--- src/rtl/lsu.sv ---
// -----------------------------------------------------------------------------
// lsu -- load/store unit between execute and a combinational data memory.
//
// Accepts one request per handshake. Byte, half and word accesses become
// word-aligned memory cycles with byte strobes. Load data is captured, aligned
// and sign- or zero-extended. After a programmable wait the result is returned
// over a valid/ready handshake. Misaligned or illegal requests are reported
// with out_err and never touch memory.
//
// Parameters
//   LATENCY    extra wait cycles between memory access and response (0..15)
//
// Ports
//   clk, rst                        clock, asynchronous active-high reset
//   in_valid / in_ready             request handshake from execute
//   in_wen, in_funct3, in_addr,     request: store flag, RV32 size/sign,
//   in_wdata, in_rd                 byte address, store data, destination tag
//   mem_en, mem_wr, mem_addr,       data memory port (registered outputs)
//   mem_wdata, mem_wstrb, mem_rdata
//   out_valid / out_ready           response handshake to writeback
//   out_data, out_rd, out_wen,      response: aligned load data, tag,
//   out_err                         store flag, error flag
// -----------------------------------------------------------------------------
module lsu #(
  parameter int unsigned LATENCY = 1
) (
  input  logic        clk,
  input  logic        rst,
  input  logic        in_valid,
  output logic        in_ready,
  input  logic        in_wen,
  input  logic [2:0]  in_funct3,
  input  logic [31:0] in_addr,
  input  logic [31:0] in_wdata,
  input  logic [4:0]  in_rd,
  output logic        mem_en,
  output logic        mem_wr,
  output logic [31:0] mem_addr,
  output logic [31:0] mem_wdata,
  output logic [3:0]  mem_wstrb,
  input  logic [31:0] mem_rdata,
  output logic        out_valid,
  input  logic        out_ready,
  output logic [31:0] out_data,
  output logic [4:0]  out_rd,
  output logic        out_wen,
  output logic        out_err
);

  typedef enum logic [1:0] {
    IDLE   = 2'd0,
    ACCESS = 2'd1,
    WAIT   = 2'd2,
    RESP   = 2'd3
  } state_t;

  // Counter reload value; only meaningful when LATENCY > 0.
  localparam logic [3:0] LAT_M1 = (LATENCY == 0) ? 4'd0 : 4'(LATENCY - 1);

  state_t     state;
  logic [3:0] cnt;
  logic       req_wen;
  logic [2:0] req_funct3;
  logic [1:0] req_off;

  logic       bad;

  // Unsupported size/sign encodings for the given direction.
  function automatic logic is_illegal(input logic wen, input logic [2:0] f3);
    logic r;
    if (wen) begin
      r = (f3 > 3'b010);
    end else begin
      r = (f3 == 3'b011) || (f3 == 3'b110) || (f3 == 3'b111);
    end
    return r;
  endfunction

  // Halves must be 2-byte aligned, words 4-byte aligned. funct3[1:0] gives
  // the size for both signed and unsigned loads.
  function automatic logic is_misaligned(input logic [2:0] f3, input logic [1:0] off);
    logic r;
    case (f3[1:0])
      2'b01:   r = off[0];
      2'b10:   r = (off != 2'b00);
      default: r = 1'b0;
    endcase
    return r;
  endfunction

  // Byte strobes for a store at the given byte offset.
  function automatic logic [3:0] store_strb(input logic [2:0] f3, input logic [1:0] off);
    logic [3:0] r;
    case (f3)
      3'b000:  r = 4'b0001 << off;
      3'b001:  r = 4'b0011 << off;
      3'b010:  r = 4'b1111;
      default: r = 4'b0000;
    endcase
    return r;
  endfunction

  // Replicate store data across every lane so the strobes pick the right one.
  function automatic logic [31:0] store_data(input logic [2:0] f3, input logic [31:0] wd);
    logic [31:0] r;
    case (f3)
      3'b000:  r = {4{wd[7:0]}};
      3'b001:  r = {2{wd[15:0]}};
      default: r = wd;
    endcase
    return r;
  endfunction

  // Select the addressed byte/half from the read word and extend it.
  function automatic logic [31:0] load_align(input logic [2:0] f3, input logic [1:0] off,
                                             input logic [31:0] rd);
    logic [31:0] sh_b;
    logic [31:0] sh_h;
    logic [7:0]  b;
    logic [15:0] h;
    logic [31:0] r;
    sh_b = rd >> {off, 3'b000};
    sh_h = rd >> {off[1], 4'b0000};
    b    = sh_b[7:0];
    h    = sh_h[15:0];
    case (f3)
      3'b000:  r = {{24{b[7]}}, b};
      3'b001:  r = {{16{h[15]}}, h};
      3'b010:  r = rd;
      3'b100:  r = {24'd0, b};
      3'b101:  r = {16'd0, h};
      default: r = 32'd0;
    endcase
    return r;
  endfunction

  // Request decode: anything that must be answered with an error.
  always_comb begin
    bad = 1'b0;
    if (is_illegal(in_wen, in_funct3) || is_misaligned(in_funct3, in_addr[1:0])) begin
      bad = 1'b1;
    end else begin
      bad = 1'b0;
    end
  end

  // Request/response FSM with all outputs registered.
  always_ff @(posedge clk or posedge rst) begin
    if (rst) begin
      state      <= IDLE;
      cnt        <= 4'd0;
      req_wen    <= 1'b0;
      req_funct3 <= 3'd0;
      req_off    <= 2'd0;
      in_ready   <= 1'b1;
      mem_en     <= 1'b0;
      mem_wr     <= 1'b0;
      mem_addr   <= 32'd0;
      mem_wdata  <= 32'd0;
      mem_wstrb  <= 4'd0;
      out_valid  <= 1'b0;
      out_data   <= 32'd0;
      out_rd     <= 5'd0;
      out_wen    <= 1'b0;
      out_err    <= 1'b0;
    end else begin
      case (state)
        IDLE: begin
          if (in_valid) begin
            req_wen    <= in_wen;
            req_funct3 <= in_funct3;
            req_off    <= in_addr[1:0];
            in_ready   <= 1'b0;
            mem_addr   <= {in_addr[31:2], 2'b00};
            mem_wdata  <= store_data(in_funct3, in_wdata);
            out_data   <= 32'd0;
            out_rd     <= in_rd;
            out_wen    <= in_wen;
            if (bad) begin
              // Error path skips the memory cycle entirely.
              out_err   <= 1'b1;
              out_valid <= 1'b1;
              state     <= RESP;
            end else begin
              out_err   <= 1'b0;
              mem_en    <= 1'b1;
              mem_wr    <= in_wen;
              mem_wstrb <= in_wen ? store_strb(in_funct3, in_addr[1:0]) : 4'b0000;
              state     <= ACCESS;
            end
          end
        end

        ACCESS: begin
          // Single memory cycle; load data is sampled at its end.
          mem_en    <= 1'b0;
          mem_wr    <= 1'b0;
          mem_wstrb <= 4'd0;
          out_data  <= req_wen ? 32'd0 : load_align(req_funct3, req_off, mem_rdata);
          if (LATENCY == 0) begin
            out_valid <= 1'b1;
            state     <= RESP;
          end else begin
            cnt   <= LAT_M1;
            state <= WAIT;
          end
        end

        WAIT: begin
          if (cnt == 4'd0) begin
            out_valid <= 1'b1;
            state     <= RESP;
          end else begin
            cnt <= cnt - 4'd1;
          end
        end

        RESP: begin
          if (out_ready) begin
            out_valid <= 1'b0;
            in_ready  <= 1'b1;
            state     <= IDLE;
          end
        end

        default: begin
          state     <= IDLE;
          in_ready  <= 1'b1;
          mem_en    <= 1'b0;
          mem_wr    <= 1'b0;
          mem_wstrb <= 4'd0;
          out_valid <= 1'b0;
        end
      endcase
    end
  end

endmodule

--- config.mk ---
export PLATFORM = sky130hd
export DESIGN_NAME = lsu
export DESIGN_NICKNAME = d
export VERILOG_FILES = /design/src/rtl/lsu.sv
export SDC_FILE = /design/constraint.sdc
export NUM_CORES = 1
export LEC_CHECK = 0
export BUFFER_PORTS_ARGS = -buffer_cell sky130_fd_sc_hd__buf_2
export CAP_MARGIN = 40
export CORE_ASPECT_RATIO = 0.6
export CORE_MARGIN = 1.5
export CORE_UTILIZATION = 49
export CTS_CLUSTER_DIAMETER = 50
export DETAILED_ROUTE_END_ITERATION = 6
export PLACE_DENSITY_LB_ADDON = 0.1
export SETUP_SLACK_MARGIN = 0.2
export SLEW_MARGIN = 0
export SYNTH_ARGS = -nofsm -noshare
export SYNTH_HDL_FRONTEND = slang
export SYNTH_SLANG_ARGS = --single-unit
--- constraint.sdc ---
create_clock -name clk -period 5 [get_ports clk]
set_input_delay 0.5 -clock clk [delete_from_list [all_inputs] [get_ports clk]]
set_output_delay 0.5 -clock clk [all_outputs]
set_load 0.005 [all_outputs]
==> metrics.txt <==
fmax 380 MHz; chip width 142 µm; Vias/cell 5.46; GRT Util Overall 27.6%; Port Buffers 217; synth warn 0; post-route ant nets 0; number of synthesized flops with an enable pin 0; sequential power share 36.5%; crit end category register; final WL 16.5 mm; Worst slew margin 33.7%; CP max FO 45; status finished, final reports clean; CTS clk-pin slew, worst paths 0.06 ns; CORE AREA 0.0113 mm²; clk buf depth 2; final setup fails 0; combinational power share 35.9%; die height 86.2 µm; Avg WL per Cell 17.5 µm; Pint 2.83 mW; CTS tree yes; share of the synthesized area in the top cell type 52.7%; sequential share of the synthesized area 53.2%; Setup Total Neg Slack 0 ns; Cell Rows 30; clock skew 0.00719 ns; endpoints failing hold 0; max cap viols 0; Async SR Flop Fraction 100%; Min Hold Slack 0.112 ns; RSZ-0062 raised after global routing no; Worst-Skew Late Latency 0.41 ns; Post-Synthesis Cells 580; share of cells above drive strength 1 36.6%; Area Growth Syn to Fin 30.4%; # hold bufs at CTS 0; Commonest cells post-synth 177 x nand2_1, 119 x dfrtp_1, 36 x a21oi_1; Worst Tran Pin Value 0.995 ns; Synth Area in Adders 2.22%; IO Pins 220; initial antenna violation count 0; Post-CTS Setup Repair Bufs 0; Crit path arrival time 2.97 ns; clock sinks 120; ant diodes 0; number of global-route vias before repair 4966; Hold WC Path Type primary input to asynchronous set/reset pin; combinational family with the most area after synthesis compound AO/OA/AOI/OAI gates; final slew viol count 0; routability cong. 0.908; die area 0.0122 mm²; top-count cell post-synth nand2_1; Leak 4.07 nW; DRC 0; switching power 1.55 mW; Max H-tree Level 4; clock share of power 27.6%; Synth Area in XOR/XNOR 0.155%; initial DRC count 359; syn avg cell area 9.74 µm²; DRT Pass-1 Iters 6; global route overflow 0; NumNets Final 904; peak supply drop 0.273 mV; Tcrit/Tclk final 52.7%; critical path class register to register; PD cells 596 mW/mm²; DR vias 5145; clk root buf clkbuf_16; DP Wirelength 12.1 mm; ys flop type dfrtp_1; Netlist Area Pre-Place 0.00565 mm²; largest net degree at the start of global routing 59; Fillers 947; startpoint types register; Netlist cell types 53; largest area contributor in the netlist dfrtp_1; Simple-Gate Fraction of Synth Area 17.7%; post_cts resized 0; required time of the critical path 5.34 ns; mux cell area share after synthesis 4.05%; initial core utilization 50.2%; total CTS buffers 17; Area contributors post-synth dfrtp_1 53%, nand2_1 12%, a21oi_1 3.2%; first-pass GRT wire length 25.8 mm; Min Clock Period, post-route 2.63 ns; switching portion of total power 35.4%; Compound-Gate Fraction of Synth Area 17.7%; Seq cells post-synth 120
layout by cell type, fill, tap and decap left out, drive strengths merged, types with 3 or more instances in the layout:
| master | n |
|---|---|
| buf | 221 |
| nand2 | 177 |
| dfrtp | 119 |
| a21oi | 36 |
| nor2 | 30 |
| a221o | 23 |
| inv | 21 |
| clkbuf | 19 |
| o22ai | 11 |
| o21ai | 11 |
| ha | 10 |
| mux2 | 10 |
| and3 | 9 |
| mux2i | 9 |
| a22oi | 8 |
| a21o | 8 |
| a222oi | 8 |
| a22o | 8 |
| nand3 | 5 |
| clkinv | 5 |
| nor2b | 4 |
| nand2b | 4 |
| clkinvlp | 4 |
| o211ai | 3 |
| a31oi | 3 |
| bufinv | 3 |
| and2 | 3 |
worst paths after layout:
path	startpoint	to	slack [ns]	cells past startpoint
hold reg to reg	mem_addr[3]	mem_addr[3]	0.47	2
max in group asynchronous	rst	mem_wdata[8]	3.67	4
hold / removal	rst	mem_addr[15]	0.11	2
setup / recovery	state[0]	out_data[17]	2.37	5
min in group clk	in_addr[27]	mem_addr[27]	0.28	3
setup reg to reg	state[0]	out_data[17]	2.37	5
area by class of cell:
| class | instances | area, µm² | area share (%) |
|---|---|---|---|
| Tap cell | 144 | 180 | 2.45 |
| Sequential cell | 120 | 3000 | 40.8 |
| Clock buffer | 19 | 433 | 5.88 |
| Clock inverter | 13 | 154 | 2.09 |
| Timing Repair Buffer | 221 | 1140 | 15.4 |
| Inverter | 20 | 77.6 | 1.05 |
| Multi-Input combinational cell | 405 | 2380 | 32.3 |
kinds of logic (layout without fill, tap and decap cells):
| logic type | count (synthesis) | in the layout |
|---|---|---|
| and+or+nand+nor | 241 | 241 |
| AOI/OAI and AO/OA | 131 | 131 |
| DFF | 120 | 120 |
| buffers and inverters | 56 | 273 |
| muxes | 20 | 20 |
| adders and majority gates | 10 | 10 |
| other | 1 | 2 |
| xor gates and xnor gates | 1 | 1 |
routing by layer:
metal,vias up,wire length (µm),GRT usage [%]
met5,-,0,0
met4,0,165,7.97
met3,17,1340,6.59
met2,239,7220,40.8
met1,2473,7800,40.5
li1,2416,-,-
metrics by stage:
| stage | setup slack [ns] | instance area [µm²] | instances | util, % | power [mW] |
|---|---|---|---|---|---|
| final | 2.37 | 7360 | 942 | 65.4 | 4.39 |
| after global routing | 2.11 | 7360 | 942 | 65.4 | 4.69 |
| after CTS | 2.40 | 7360 | 942 | 65.4 | 4.40 |
| after detailed placement | 2.42 | 6780 | 910 | 60.2 | 3.17 |
| after global placement | 2.53 | 6750 | 909 | 59.9 | 3.10 |
| after floorplan | 1.32 | 5650 | 581 | - | 2.56 |
power by group through the flow:
stage	Combinational, mW	Clock (mW)	Sequential [mW]
2_1_floorplan	0.975	0	1.59
3_3_place_gp	1.51	0	1.59
3_5_place_dp	1.56	0	1.61
4_1_cts	1.58	1.23	1.60
5_1_grt	1.76	1.28	1.65
6_report	1.57	1.21	1.60
flip-flops by register name (all words and copies together) (netlist names):
register    cells
cnt             4
in_ready        1
mem_addr       30
mem_en          1
mem_wdata      32
mem_wr          1
mem_wstrb       4
out_data       32
out_err         1
out_rd          5
out_valid       1
req_funct3      3
req_off         2
req_wen         1
state           2
worst max-delay path: stages, from the launching register on:
cell     delay, ns
dfrtp_1       0.40
inv_1         0.10
ha_1          0.25
nand2_2       0.62
and2_1        0.88
a221o_2       0.30
No activity file was read; power rests on OpenSTA's default activity.
